===== src/rtl/debug_ctrl_if.sv =====
// -----------------------------------------------------------------------------
// debug_ctrl_if
// Purpose : core-side debug handshake between debug_ctrl (master) and the hart
//           debug logic (slave).
// Signals :
//   dbg_halt_req    master->slave  request the hart to halt
//   dbg_resume_req  master->slave  request the hart to resume
//   dbg_exec        master->slave  one-cycle command strobe
//   dbg_command     master->slave  latched abstract command
//   dbg_data0/1     master->slave  data register contents
//   dbg_halted      slave->master  hart is halted
//   dbg_done        slave->master  command/halt-resume completion strobe
//   dbg_write       slave->master  dbg_data0_out is valid for write-back
//   dbg_bus         slave->master  exception was a bus error
//   dbg_haltresume  slave->master  done refers to halt/resume, not a command
//   dbg_exception   slave->master  command raised an exception
//   dbg_data0_out   slave->master  write-back data for data0
// -----------------------------------------------------------------------------
interface debug_ctrl_if;
    logic        dbg_halt_req;
    logic        dbg_resume_req;
    logic        dbg_exec;
    logic [31:0] dbg_command;
    logic [31:0] dbg_data0;
    logic [31:0] dbg_data1;
    logic        dbg_halted;
    logic        dbg_done;
    logic        dbg_write;
    logic        dbg_bus;
    logic        dbg_haltresume;
    logic        dbg_exception;
    logic [31:0] dbg_data0_out;

    modport master (
        output dbg_halt_req, dbg_resume_req, dbg_exec,
        output dbg_command, dbg_data0, dbg_data1,
        input  dbg_halted, dbg_done, dbg_write, dbg_bus,
        input  dbg_haltresume, dbg_exception, dbg_data0_out
    );

    modport slave (
        input  dbg_halt_req, dbg_resume_req, dbg_exec,
        input  dbg_command, dbg_data0, dbg_data1,
        output dbg_halted, dbg_done, dbg_write, dbg_bus,
        output dbg_haltresume, dbg_exception, dbg_data0_out
    );
endinterface


===== src/rtl/debug_ctrl.sv =====
// -----------------------------------------------------------------------------
// debug_ctrl
// Purpose : debug-module side controller. Forwards halt/resume requests to the
//           hart, reports hart status, and runs one abstract command at a time
//           through an IDLE -> EXEC -> WAIT command FSM with a sticky cmderr.
// Ports   :
//   clk, rst                 clock, synchronous active-high reset
//   haltreq_i / resumereq_i  level halt request / one-cycle resume pulse
//   cmd_we, cmd_wdata        command register write
//   dataN_we, dataN_wdata    data register writes (N = 0, 1)
//   cmderr_clr               write-1-to-clear mask for cmderr
//   data0_o, data1_o         data registers
//   busy                     command in flight
//   cmderr                   sticky error code
//   allhalted/allrunning     registered hart status
//   resumeack                hart has resumed since the last accepted resume
//   dbg                      core-side handshake (debug_ctrl_if.master)
// Build option: define DEBUG_CTRL_TIMEOUT_EN to abort WAIT after
//   TIMEOUT_CYCLES cycles with cmderr = 7.
// -----------------------------------------------------------------------------
module debug_ctrl #(
    parameter int TIMEOUT_CYCLES = 1024
) (
    input  logic                clk,
    input  logic                rst,
    input  logic                haltreq_i,
    input  logic                resumereq_i,
    input  logic                cmd_we,
    input  logic [31:0]         cmd_wdata,
    input  logic                data0_we,
    input  logic                data1_we,
    input  logic [31:0]         data0_wdata,
    input  logic [31:0]         data1_wdata,
    input  logic [2:0]          cmderr_clr,
    output logic [31:0]         data0_o,
    output logic [31:0]         data1_o,
    output logic                busy,
    output logic [2:0]          cmderr,
    output logic                allhalted,
    output logic                allrunning,
    output logic                resumeack,
    debug_ctrl_if.master        dbg
);
    typedef enum logic [1:0] {S_IDLE, S_EXEC, S_WAIT} state_t;

    state_t      r_state, w_next;
    logic        r_halt_req, r_pend, r_ack, r_allh, r_allr;
    logic [31:0] r_data0, r_data1, r_cmd;
    logic [2:0]  r_cmderr, w_err_code;
    logic        w_res_acc, w_accept, w_done_ok, w_timeout;

    // Resume only when halted and not simultaneously asked to halt.
    assign w_res_acc = resumereq_i & dbg.dbg_halted & ~haltreq_i;
    assign w_accept  = (r_state == S_IDLE) & cmd_we & (r_cmderr == 3'd0) &
                       (cmd_wdata[31:24] == 8'd0) & dbg.dbg_halted & ~r_pend;
    // Halt/resume completions share dbg_done and must not end a command.
    assign w_done_ok = (r_state == S_WAIT) & dbg.dbg_done & ~dbg.dbg_haltresume;

`ifdef DEBUG_CTRL_TIMEOUT_EN
    logic [15:0] r_tmo_cnt;
    assign w_timeout = (r_state == S_WAIT) & ~w_done_ok &
                       (r_tmo_cnt == 16'(TIMEOUT_CYCLES - 1));

    always_ff @(posedge clk) begin
        if (rst || r_state != S_WAIT) r_tmo_cnt <= 16'd0;
        else                          r_tmo_cnt <= r_tmo_cnt + 16'd1;
    end
`else
    logic w_unused_timeout;
    assign w_unused_timeout = (TIMEOUT_CYCLES != 0);
    assign w_timeout        = 1'b0;
`endif

    always_comb begin
        w_next = r_state;
        case (r_state)
            S_IDLE:  if (w_accept) w_next = S_EXEC;
            S_EXEC:  w_next = S_WAIT;
            S_WAIT:  if (w_done_ok || w_timeout) w_next = S_IDLE;
            default: w_next = S_IDLE;
        endcase
    end

    // Candidate error for this cycle; only recorded when cmderr is clear.
    always_comb begin
        w_err_code = 3'd0;
        if (r_state != S_IDLE && (cmd_we || data0_we || data1_we))
            w_err_code = 3'd1;
        else if (r_state == S_IDLE && cmd_we && cmd_wdata[31:24] != 8'd0)
            w_err_code = 3'd2;
        else if (r_state == S_IDLE && cmd_we && (!dbg.dbg_halted || r_pend))
            w_err_code = 3'd4;
        else if (w_done_ok && dbg.dbg_exception)
            w_err_code = dbg.dbg_bus ? 3'd5 : 3'd3;
        else if (w_timeout)
            w_err_code = 3'd7;
    end

    always_ff @(posedge clk) begin
        if (rst) r_state <= S_IDLE;
        else     r_state <= w_next;
    end

    always_ff @(posedge clk) begin
        if (rst) begin
            r_halt_req <= 1'b0;
            r_pend     <= 1'b0;
            r_ack      <= 1'b0;
            r_allh     <= 1'b0;
            r_allr     <= ~dbg.dbg_halted;
            r_cmderr   <= 3'd0;
            r_cmd      <= 32'd0;
            r_data0    <= 32'd0;
            r_data1    <= 32'd0;
        end else begin
            r_halt_req <= haltreq_i & ~dbg.dbg_halted;
            r_allh     <= dbg.dbg_halted;
            r_allr     <= ~dbg.dbg_halted;

            if (w_res_acc) begin
                r_pend <= 1'b1;
                r_ack  <= 1'b0;
            end else if (r_pend && !dbg.dbg_halted) begin
                r_pend <= 1'b0;
                r_ack  <= 1'b1;
            end

            if (r_cmderr == 3'd0 && w_err_code != 3'd0) r_cmderr <= w_err_code;
            else                                       r_cmderr <= r_cmderr & ~cmderr_clr;

            if (w_accept) r_cmd <= cmd_wdata;

            if (r_state == S_IDLE && data0_we)
                r_data0 <= data0_wdata;
            else if (w_done_ok && !dbg.dbg_exception && dbg.dbg_write)
                r_data0 <= dbg.dbg_data0_out;

            if (r_state == S_IDLE && data1_we) r_data1 <= data1_wdata;
        end
    end

    assign dbg.dbg_halt_req   = r_halt_req;
    assign dbg.dbg_resume_req = r_pend;
    assign dbg.dbg_exec       = (r_state == S_EXEC);
    assign dbg.dbg_command    = r_cmd;
    assign dbg.dbg_data0      = r_data0;
    assign dbg.dbg_data1      = r_data1;
    assign busy               = (r_state != S_IDLE);
    assign cmderr             = r_cmderr;
    assign data0_o            = r_data0;
    assign data1_o            = r_data1;
    assign allhalted          = r_allh;
    assign allrunning         = r_allr;
    assign resumeack          = r_ack;
endmodule


===== src/flat_wrapper.sv =====
// flat-port wrapper written by rule: the top's interface ports become plain ports
module debug_ctrl_flat 
#(
    parameter int TIMEOUT_CYCLES = 1024
)
  (clk, rst, haltreq_i, resumereq_i, cmd_we, cmd_wdata, data0_we, data1_we, data0_wdata, data1_wdata, cmderr_clr, data0_o, data1_o, busy, cmderr, allhalted, allrunning, resumeack, dbg_dbg_halt_req, dbg_dbg_resume_req, dbg_dbg_exec, dbg_dbg_command, dbg_dbg_data0, dbg_dbg_data1, dbg_dbg_halted, dbg_dbg_done, dbg_dbg_write, dbg_dbg_bus, dbg_dbg_haltresume, dbg_dbg_exception, dbg_dbg_data0_out);
  debug_ctrl_if dbg_i ();
  input  logic clk;
  input  logic rst;
  input  logic haltreq_i;
  input  logic resumereq_i;
  input  logic cmd_we;
  input  logic [31:0] cmd_wdata;
  input  logic data0_we;
  input  logic data1_we;
  input  logic [31:0] data0_wdata;
  input  logic [31:0] data1_wdata;
  input  logic [2:0] cmderr_clr;
  output logic [31:0] data0_o;
  output logic [31:0] data1_o;
  output logic busy;
  output logic [2:0] cmderr;
  output logic allhalted;
  output logic allrunning;
  output logic resumeack;
  output wire logic [$bits(dbg_i.dbg_halt_req)-1:0] dbg_dbg_halt_req;
  output wire logic [$bits(dbg_i.dbg_resume_req)-1:0] dbg_dbg_resume_req;
  output wire logic [$bits(dbg_i.dbg_exec)-1:0] dbg_dbg_exec;
  output wire logic [$bits(dbg_i.dbg_command)-1:0] dbg_dbg_command;
  output wire logic [$bits(dbg_i.dbg_data0)-1:0] dbg_dbg_data0;
  output wire logic [$bits(dbg_i.dbg_data1)-1:0] dbg_dbg_data1;
  input wire logic [$bits(dbg_i.dbg_halted)-1:0] dbg_dbg_halted;
  input wire logic [$bits(dbg_i.dbg_done)-1:0] dbg_dbg_done;
  input wire logic [$bits(dbg_i.dbg_write)-1:0] dbg_dbg_write;
  input wire logic [$bits(dbg_i.dbg_bus)-1:0] dbg_dbg_bus;
  input wire logic [$bits(dbg_i.dbg_haltresume)-1:0] dbg_dbg_haltresume;
  input wire logic [$bits(dbg_i.dbg_exception)-1:0] dbg_dbg_exception;
  input wire logic [$bits(dbg_i.dbg_data0_out)-1:0] dbg_dbg_data0_out;
  assign dbg_dbg_halt_req = dbg_i.dbg_halt_req;
  assign dbg_dbg_resume_req = dbg_i.dbg_resume_req;
  assign dbg_dbg_exec = dbg_i.dbg_exec;
  assign dbg_dbg_command = dbg_i.dbg_command;
  assign dbg_dbg_data0 = dbg_i.dbg_data0;
  assign dbg_dbg_data1 = dbg_i.dbg_data1;
  assign dbg_i.dbg_halted = dbg_dbg_halted;
  assign dbg_i.dbg_done = dbg_dbg_done;
  assign dbg_i.dbg_write = dbg_dbg_write;
  assign dbg_i.dbg_bus = dbg_dbg_bus;
  assign dbg_i.dbg_haltresume = dbg_dbg_haltresume;
  assign dbg_i.dbg_exception = dbg_dbg_exception;
  assign dbg_i.dbg_data0_out = dbg_dbg_data0_out;
  debug_ctrl #(.TIMEOUT_CYCLES(TIMEOUT_CYCLES)) u_core (.clk(clk), .rst(rst), .haltreq_i(haltreq_i), .resumereq_i(resumereq_i), .cmd_we(cmd_we), .cmd_wdata(cmd_wdata), .data0_we(data0_we), .data1_we(data1_we), .data0_wdata(data0_wdata), .data1_wdata(data1_wdata), .cmderr_clr(cmderr_clr), .data0_o(data0_o), .data1_o(data1_o), .busy(busy), .cmderr(cmderr), .allhalted(allhalted), .allrunning(allrunning), .resumeack(resumeack), .dbg(dbg_i));
endmodule

===== config.mk =====
export PLATFORM = sky130hd
export DESIGN_NAME = debug_ctrl_flat
export DESIGN_NICKNAME = d
export VERILOG_FILES = /design/src/rtl/debug_ctrl_if.sv /design/src/rtl/debug_ctrl.sv /design/src/flat_wrapper.sv
export SDC_FILE = /design/constraint.sdc
export NUM_CORES = 1
export LEC_CHECK = 0
export BUFFER_PORTS_ARGS = -buffer_cell sky130_fd_sc_hd__clkbuf_2
export CAP_MARGIN = 25
export CORE_AREA = 2 2 123 125
export DETAILED_ROUTE_END_ITERATION = 6
export DIE_AREA = 0 0 125 127
export GPL_TIMING_DRIVEN = 0
export PLACE_DENSITY = 0.69
export SYNTH_ARGS = -nofsm -noshare
export SYNTH_HDL_FRONTEND = slang
export SYNTH_SLANG_ARGS = --single-unit

===== constraint.sdc =====
create_clock -name clk -period 1.8 [get_ports clk]
set_clock_uncertainty 0.05 [all_clocks]
set_input_delay 0.09 -clock clk [delete_from_list [all_inputs] [get_ports clk]]
set_output_delay 0.09 -clock clk [all_outputs]
set_load 0.02 [all_outputs]

Word level (Yosys, flattened, before mapping) --
Cells that the tools add are included.
Storage, ports and cells: bits in registers 106, input port bits 144, output and inout port bits 170
Cells by class: eq/ne operators 4, muxes and demuxes 13, bitwise logic cells 16, reductions and logical operators 26
Operators with widths (count):
- 32-bit 2-to-1 mux | 2
- 3-bit 2-to-1 mux | 6
- 1-bit logical AND | 11
- 1-bit bitwise AND | 10
- 8-bit zero test | 1
- 8-bit nonzero test | 1
- 2-bit one-hot mux with 3 select lines | 1
- 2-bit nonzero test | 3
- 2-bit 2-to-1 mux | 2
- 2-bit by 1-bit inequality test with 1-bit output, second input constant | 2
- 1-bit NOT | 4
- 3-bit bitwise AND | 1
- 3-bit zero test | 1
- 1-bit logical OR | 3
- 3-bit NOT | 1
- 3-bit nonzero test | 1
- 2-bit by 1-bit == test with 1-bit output, second input constant | 1
- 2-bit == test, second input constant | 1
- 1-bit zero test | 2
- 2-bit zero test | 1
- 1-bit 2-to-1 mux | 2
- 2-bit AND reduction | 1
- 2-bit OR reduction | 1

Logic depth before layout (Yosys ltp) --
Gate-level depths: netlist of the first run.
word-level depth 11, gate-level depth with buffers 7

Least setup slack after synthesis of the first run --
OpenSTA, ideal clock, no wires.
kind reg-to-reg, from reg u_core.r_state[1], to reg u_core.r_cmd[15], in the netlist u_core.dbg.dbg_command[15], arrival time 1.799 ns, required time 1.618 ns, slack -0.181 ns, cell stages (with the launch flop) 8, buffers on the path 3, period minus slack after synthesis 1.981 ns, cells stage by stage dfxtp_1 > buf_2 > or3b_1 > or4b_1 > buf_6 > buf_6 > o21ai_1 > a21oi_1
Between the ends: longest elaborated chain between the ends 6
Ends and longest elaborated chain:
- start, declared | RTL line debug_ctrl.sv:46 | state_t r_state, w_next;
- start signal, assigned | RTL line debug_ctrl.sv:101 | else r_state <= w_next;
- 2-bit zero test | RTL line debug_ctrl.sv:54 | assign w_accept = (r_state == S_IDLE) & cmd_we & (r_cmderr == 3'd0) &
- 1-bit bitwise AND (3 in series) | RTL line debug_ctrl.sv:54
- 1-bit bitwise AND (2 in series) | RTL line debug_ctrl.sv:55 | (cmd_wdata[31:24] == 8'd0) & dbg.dbg_halted & ~r_pend;
- end signal, assigned | RTL line debug_ctrl.sv:131 | if (w_accept) r_cmd <= cmd_wdata;
- end, declared | RTL line debug_ctrl.sv:48 | logic [31:0] r_data0, r_data1, r_cmd;
No other way between the ends. A chain may end at the register's enable or synchronous reset.

Final worst setup path of the first run --
from reg u_core.r_state[1], to reg u_core.r_cmd[7], in the netlist u_core.dbg.dbg_command[7]
Same word-level chain as after synthesis.

==> summary.md, run 1 <==
| Metric | Value |
|---|---|
| Drt pass-1 iters | 4 |
| RePlAce Congestion | 0.775 |
| Vias in the first global route | 5208 |
| Clock Latency Late Sink | 0.35 ns |
| Area leader, netlist | dfxtp_1 |
| Max Cap Viol | 0 |
| Final Cell Area | 7830 um^2 |
| Synth top area share | 44.0% |
| CTS tree | done |
| CTS Buf Count | 9 |
| PortBufs | 313 |
| DIE AREA | 15900 um^2 |
| Io pins | 314 |
| Post-synthesis mux area share | 6.64% |
| CP endpoint kind | register |
| Placed cell areas | 6630 um^2 |
| Total core area | 14400 um^2 |
| Post-route ant nets | 0 |
| DIE WIDTH | 125 um |
| Ys Warns | 0 |
| Top cells by area, synth | dfxtp_1 (44%), buf_4 (10%), mux2i_1 (6.6%), a21oi_1 (6.0%), o41ai_1 (5.8%) |
| H-tree levels | 3 |
| Worst-path clk slew | 0.07 ns |
| All-Layer GR Usage | 20.7% |
| Maximum clock rate | 507 MHz |
| Crit path required time | 1.97 ns |
| Crit path DAT | 2.14 ns |
| Crit-path max FO | 6 |
| Worst path slowest cell | or4b_4 |
| Fin crit share | 110% |
| DRC viols | 0 |
| Maximum number of pins on one net before global-route repair | 18 |
| Register area | 2130 um^2 |
| Commonest non-fill, non-tap cell in the layout | clkbuf_2 |
| Post-Synth Adder-Cell Area | 0% |
| RSZ-0062 raised after global routing | true |
| Initial Util | 33.4% |
| Main combinational cell family by area after synthesis | compound AO/OA/AOI/OAI gates |
| LEAKAGE | 0.00379 uW |
| Final layout net count | 1085 |
| Post-Synth Simple-Gate Area | 13.5% |
| Leading cell types in the layout, fill and taps excluded | clkbuf_2 (319), dfxtp_1 (104), buf_4 (77), nand2_1 (67), dlygate4sd3_1 (67) |
| Status | finished, violations left |
| Type of the most critical hold path | in2reg |
| Minimum clock period | 1.97 ns |
| Mean routed wirelength per cell | 15.3 um |
| Post-synthesis sequential area ratio | 44.0% |
| Post-route insts no fill | 1130 |
| First-pass GRT wire length | 26.6 mm |
| Initial antenna violation count | 0 |
| CP Cell Sequence | or3b_4 -> or4b_4 -> buf_12 -> buf_8 -> o21ai_2 -> a21oi_1 |
| Final TNS setup | -3.78 ns |
| Worst rel slew slack | 59.0% |
| Total clock sinks | 106 |
| Xor and xnor area share after synthesis | 0% |
| Net count after synthesis | 684 |
| Fillers | 1353 |
| Complex-gate fraction of the synthesized area | 21.1% |
| Worst path top cell family by delay | simple AND/OR/NAND/NOR gates |
| Antenna cells | 0 |
| Post-Syn Instances | 540 |
| Measured slew at the worst slew-check pin | 0.615 ns |
| Clock Path Buffers | 2 |
| Area Overhead vs Synth | 62.3% |
| WL final | 17.2 mm |
| Crit start category | register |
| PwrDens | 729 nW/um^2 |
| Iter 0 DRT Violations | 189 |
| Hold Vio Cnt, Final | 0 |
| Dpl hpwl | 12.6 mm |
| Worst Path Buf+Inv | 2 |
| Worst setup path category | reg2reg |
| Design Power | 5710 uW |
| Std-Cell Rows | 44 |
| Post-Syn Area per Cell | 8.93 um^2 |
| Die Y-Extent | 127 um |
| Via count | 5368 |
| CP max stage delay | 0.54 ns |
| Post-synth EDFFs | 0 |
| Layout cells sized above 1 | 47.1% |
| Total grt overflow | 0 |
| Failing checks | setup timing |
| Synth cell types | 38 |
| #FFs+latches synth | 106 |
| Clk root buf | clkbuf_16 |
| Prevailing post-synth register cell | dfxtp_1 |
| Max-slew violation count | 0 |
| Hold WS | 0.00690 ns |
| Mapped Area | 4820 um^2 |
| Multi-input logic area | 2060 um^2 |
| Post-synth ARST share | 0% |
| VDD IR max | 0.000407 V |
| Via density | 4.75 |
| Final WS setup | -0.174 ns |
| # setup viols final | 32 |
| Placed Cells | 1037 |
==> worst register-to-register path, delay by kind of cell (launching register included) <==
family | cells | cell delay [ns]
AND/OR/NAND/NOR | 2 | 0.95
flip-flops | 1 | 0.36
buffers and inverters | 2 | 0.29
AO/OA/AOI/OAI | 2 | 0.18
==> per-layer routing <==
metal / vias up / wire length (um) / global-route usage [%]
met4: 0 / 448 / 7.32
met2: 228 / 8400 / 35.7
met5: - / 0 / 0
met1: 2428 / 7210 / 25.0
met3: 29 / 1190 / 5.57
li1: 2683 / - / -
==> registers in the layout (all words and copies together), names as in the netlist <==
signal and flops:
u_core.dbg.dbg_resume_req 1, u_core.dbg.dbg_command 32, u_core.data1_o 32, u_core.allrunning 1, u_core.data0_o 32, u_core.dbg.dbg_halt_req 1, u_core.resumeack 1, u_core.r_state 2
u_core.allhalted 1, u_core.cmderr 3
==> kinds of logic after synthesis <==
kind of cell           after synthesis
AOI/OAI and AO/OA                  156
buffers and inverters              118
DFF                                106
muxes                               32
and+or+nand+nor                    128
==> where the power goes <==
group / switching, uW / internal [uW] / leakage [uW] / total (uW)
Clock: 906 / 1120 / 0.000138 / 2030
Combinational: 617 / 542 / 0.00278 / 1160
Sequential: 83.1 / 2440 / 0.000869 / 2520
Total: 1610 / 4100 / 0.00379 / 5710
==> cell usage after synthesis (all sizes together), types with 2 or more instances <==
cell type,number
nor2b,5
dfxtp,106
o21a,2
o41ai,32
and2,3
buf,74
nor2,6
clkbuf,40
nand2,67
nand2b,3
or4,2
o21ai,25
nor3b,11
mux2i,32
inv,3
a21oi,58
nand3,24
o211ai,33
==> through the flow <==
stage / utilization, % / worst slack [ns]
after detailed placement: 46.0 / -0.376
after floorplan: - / -0.131
after CTS: 53.5 / -0.184
final: 54.3 / -0.174
after global routing: 54.3 / -0.238
after global placement: 46.0 / -0.370
==> what timing repair did <==
item	4_1_cts	5_1_grt
setup endpoints to repair	96	95
setup buffers	10	2
hold buffers	66	1
endpoints found under the hold margin	65	1
gates cloned	1	2
pin swaps	3	10
resized for setup	19	24
==> path summary, 6_finish.rpt <==
check | cells after the start | from | end | slack, ns
max | 6 | u_core.r_state[1]$_SDFFE_PP0P_ | u_core.dbg.dbg_command[7]$_SDFFE_PP0P_ | -0.17
min | 3 | dbg_dbg_data0_out[13] | u_core.data0_o[13]$_SDFFE_PP0P_ | 0.007
max reg2reg | 6 | u_core.r_state[1]$_SDFFE_PP0P_ | u_core.dbg.dbg_command[7]$_SDFFE_PP0P_ | -0.17
min reg2reg | 2 | u_core.dbg.dbg_command[16]$_SDFFE_PP0P_ | u_core.dbg.dbg_command[16]$_SDFFE_PP0P_ | 0.41
==> layout make-up <==
type	count	area share, %
Timing Repair Buffer	395	30.5
Sequential cell	106	27.2
Tap cell	184	2.94
Clock buffer	11	3.10
Buffer	109	8.97
Multi-Input combinational cell	316	26.3
Inverter	4	0.192
Clock inverter	5	0.783
(Power assumes the default switching activity.)
==> inputs of run 2 (changes only) <==
--- a/config.mk
+++ b/config.mk
@@ -5,13 +5,15 @@
 export SDC_FILE = /design/constraint.sdc
 export NUM_CORES = 1
 export LEC_CHECK = 0
+export ABC_AREA = 1
 export BUFFER_PORTS_ARGS = -buffer_cell sky130_fd_sc_hd__clkbuf_2
 export CAP_MARGIN = 25
-export CORE_AREA = 2 2 123 125
+export CORE_ASPECT_RATIO = 1.2
+export CORE_UTILIZATION = 25
 export DETAILED_ROUTE_END_ITERATION = 6
-export DIE_AREA = 0 0 125 127
 export GPL_TIMING_DRIVEN = 0
-export PLACE_DENSITY = 0.69
+export PLACE_DENSITY = 0.55
+export SKIP_CTS_REPAIR_TIMING = 1
 export SYNTH_ARGS = -nofsm -noshare
 export SYNTH_HDL_FRONTEND = slang
 export SYNTH_SLANG_ARGS = --single-unit
==> summary.md, run 2 <==
| Metric | Value |
|---|---|
| Grt peak-use layer | met2 |
| PortBufs | 311 (-0.64%) |
| DRC viols | 0 (unchanged) |
| CP endpoint kind | register |
| Worst rel slew slack | 67.0% (+8.0 points) |
| Final layout net count | 1230 (+13%) |
| CP dominant cell by count | nor2_2 |
| Crit path DAT | 1.85 ns (-0.29 ns) |
| Initial Util | 25.7% (-7.8 points) |
| CP Cell Sequence | nor2_4 -> inv_2 -> nor2_2 -> nand3_1 -> buf_4 -> buf_6 -> nor2_2 -> nor2_1 |
| Worst path top cell family by delay | simple AND/OR/NAND/NOR gates |
| Std-Cell Rows | 55 (+25%) |
| DIE AREA | 20100 um^2 (+26%) |
| # setup viols final | 0 (-100%) |
| First-pass GRT wire length | 24.4 mm (-8.5%) |
| Top-count cell post-synth | nor2_1 |
| Prevailing post-synth register cell | dfxtp_1 |
| Via count | 5422 (+1.0%) |
| Ys Warns | 0 (unchanged) |
| Hold path start | cmderr_clr[0] |
| Net count after synthesis | 846 (+24%) |
| Failing checks | hold timing |
| Area leader, netlist | dfxtp_1 |
| Maximum clock rate | 602 MHz (+19%) |
| Drt pass-1 iters | 4 (unchanged) |
| Post-Syn Instances | 702 (+30%) |
| Initial antenna violation count | 0 (unchanged) |
| Post-synthesis sequential area ratio | 43.5% (-0.49 points) |
| LEAKAGE | 0.00429 uW (+13%) |
| Minimum clock period | 1.66 ns (-0.312 ns) |
| Sw Pwr | 1690 uW (+5.3%) |
| WL final | 17.1 mm (-0.97%) |
| Worst Path Buf+Inv | 3 (+1) |
| Measured slew at the worst slew-check pin | 0.495 ns (-0.120 ns) |
| Mean routed wirelength per cell | 12.7 um (-17%) |
| Clock Latency Late Sink | 0.35 ns (about the same) |
| Antenna cells | 0 (unchanged) |
| Final Cell Area | 7680 um^2 (-1.9%) |
| Via density | 4.03 (-15%) |
| Post-synth EDFFs | 0 (unchanged) |
| Hold Vio Cnt, Final | 2 (+2) |
| Max-slew violation count | 0 (unchanged) |
| CTS Buf Count | 9 (unchanged) |
| DIE WIDTH | 130 um (+3.6%) |
| Hold WS | -0.0301 ns (-0.0370 ns) |
| PwrDens | 756 nW/um^2 (+3.7%) |
| Type of the most critical hold path | in2reg |
| Leading cell types in the layout, fill and taps excluded | clkbuf_2 (316), nor2_1 (172), nand2_1 (127), dfxtp_1 (106), buf_4 (65) |
| Crit-path max FO | 10 (+4) |
| Crit path launch | u_core.r_state[0]$_SDFFE_PP0P_ |
| VDD IR max | 0.000388 V (-4.6%) |
| Commonest non-fill, non-tap cell in the layout | clkbuf_2 |
| Post-synth top cells | nor2_1 (172), nand2_1 (127), dfxtp_1 (106) |
| Post-Syn Area per Cell | 6.95 um^2 (-22%) |
| Maximum number of pins on one net before global-route repair | 18 (unchanged) |
| Post-synth ARST share | 0% (unchanged) |
| Die Y-Extent | 155 um (+22%) |
| RSZ-0062 raised after global routing | true |
| #FFs+latches synth | 106 (unchanged) |
| Clock Path Buffers | 2 (unchanged) |
| Synth cell types | 22 (-42%) |
| Area Overhead vs Synth | 57.4% |
| Vias in the first global route | 4669 (-10%) |
| Iter 0 DRT Violations | 243 (+29%) |
| RePlAce Congestion | 0.764 (-1.4%) |
| Worst path slowest cell | dfxtp_1 |
| Dpl hpwl | 13.1 mm (+3.6%) |
| CTS tree | done |
| Seq pwr share | 44.1% (about the same) |
| Total clock sinks | 106 (unchanged) |
| Placed cell areas | 6750 um^2 (+1.9%) |
| Clk root buf | clkbuf_16 |
| H-tree levels | 3 (unchanged) |
| Placed Cells | 1269 (+22%) |
| Total core area | 19000 um^2 (+32%) |
| Worst R2R Start | u_core.r_state[0]$_SDFFE_PP0P_ |
| All-Layer GR Usage | 15.8% (-4.9 points) |
| Sw frac | 29.1% (+0.99 points) |
| Post-route ant nets | 0 (unchanged) |
| Total grt overflow | 0 (unchanged) |
| Met2 usage | 28.8% (-7.0 points) |
| Top cells by area, synth | dfxtp_1 (44%), nor2_1 (13%), buf_4 (10%), nand2_1 (9.8%), o21ai_0 (6.4%) |
| CP max stage delay | 0.34 ns (-0.20 ns) |
| Layout cells sized above 1 | 40.3% (-6.8 points) |
| Synth top area share | 43.5% (-0.49 points) |
| Combinational share of power | 21.4% (+1.1 points) |
| Status | finished, violations left |
| Worst setup path category | reg2reg |
| Max Cap Viol | 0 (unchanged) |
| Cell internal pwr | 4110 uW (+0.30%) |
| M1 GR Usage | 18.6% (-6.4 points) |
| Clock power share | 34.5% (-1.1 points) |
| M3 GR Usage | 3.30% (-2.3 points) |
| Fin crit share | 92.3% (-17 points) |
| Worst-path clk slew | 0.08 ns (about the same) |
| Mapped Area | 4880 um^2 (+1.1%) |
| Crit start category | register |
| Crit path required time | 1.99 ns (+0.02 ns) |
| Io pins | 314 (unchanged) |
| Post-route insts no fill | 1347 (+19%) |
## run 2: cell count changes after synthesis, moves of 21 or more
| cell | before | now |
|---|---|---|
| a21oi_1 | 58 | 5 |
| inv_1 | 3 | 44 |
| nor2_2 | 0 | 22 |
| o211ai_1 | 33 | 0 |
| mux2i_1 | 32 | 0 |
| o41ai_1 | 32 | 0 |
| nand3_1 | 24 | 45 |
| nor2_1 | 5 | 172 |
| o21ai_0 | 6 | 62 |
| nand2_1 | 67 | 127 |
## run 2: area by class of cell
type | instances | area (um^2)
Fill cell | 2066 | 11300
Timing Repair Buffer | 373 | 2180
Sequential cell | 106 | 2120
Multi-Input combinational cell | 446 | 1910
Buffer | 103 | 674
Tap cell | 256 | 320
Clock buffer | 11 | 233
Inverter | 47 | 176
Clock inverter | 5 | 62.6
## run 2: final timing paths
path | to | slack, ns | depth (start not counted)
min | u_core.cmderr[0]$_SDFF_PP0_ | -0.03 | 4
max | u_core.dbg.dbg_command[18]$_SDFFE_PP0P_ | 0.14 | 8
max reg2reg | u_core.dbg.dbg_command[18]$_SDFFE_PP0P_ | 0.14 | 8
min reg2reg | u_core.dbg.dbg_command[25]$_SDFFE_PP0P_ | 0.40 | 2
## run 2: per-layer routing
metal	share of wire (%)	vias to the layer above	wire, um
met5	0	-	0
met4	1.1	0	188
met3	5.5	11	931
met2	51	193	8760
met1	42	2353	7190
li1	-	2865	-
## run 2: tightest hold or removal path, delay by kind of cell
family	cells	cell delay, ns
AOI/OAI and AO/OA	1	0.05
and+or+nand+nor	1	0.07
buffers and inverters	2	0.12
## run 2: kinds of logic after synthesis
group | synth area share, %
DFF | 43.5
AOI/OAI and AO/OA | 7.29
buffers and inverters | 17.3
and+or+nand+nor | 31.9
## run 2: through the flow
stage | TNS, ns | worst slack [ns] | total power, uW | utilization, %
finish | 0 | 0.138 | 5810 | 40.4
CTS | -0.0705 | -0.0691 | 5780 | 37.1
global route | -0.0275 | -0.0208 | 6110 | 40.4
detailed placement | -0.0509 | -0.0509 | 3760 | 35.6
global placement | -0.0204 | -0.0204 | 3750 | 35.6
floorplan | 0 | 0.385 | 3280 | -
## run 2: power by group through the flow
stage | logic, uW | registers, uW | clock network, uW
2_1_floorplan | 556 | 2720 | 0
3_3_place_gp | 1140 | 2610 | 0
3_5_place_dp | 1140 | 2610 | 0
4_1_cts | 1150 | 2560 | 2070
5_1_grt | 1360 | 2570 | 2170
6_report | 1240 | 2560 | 2000
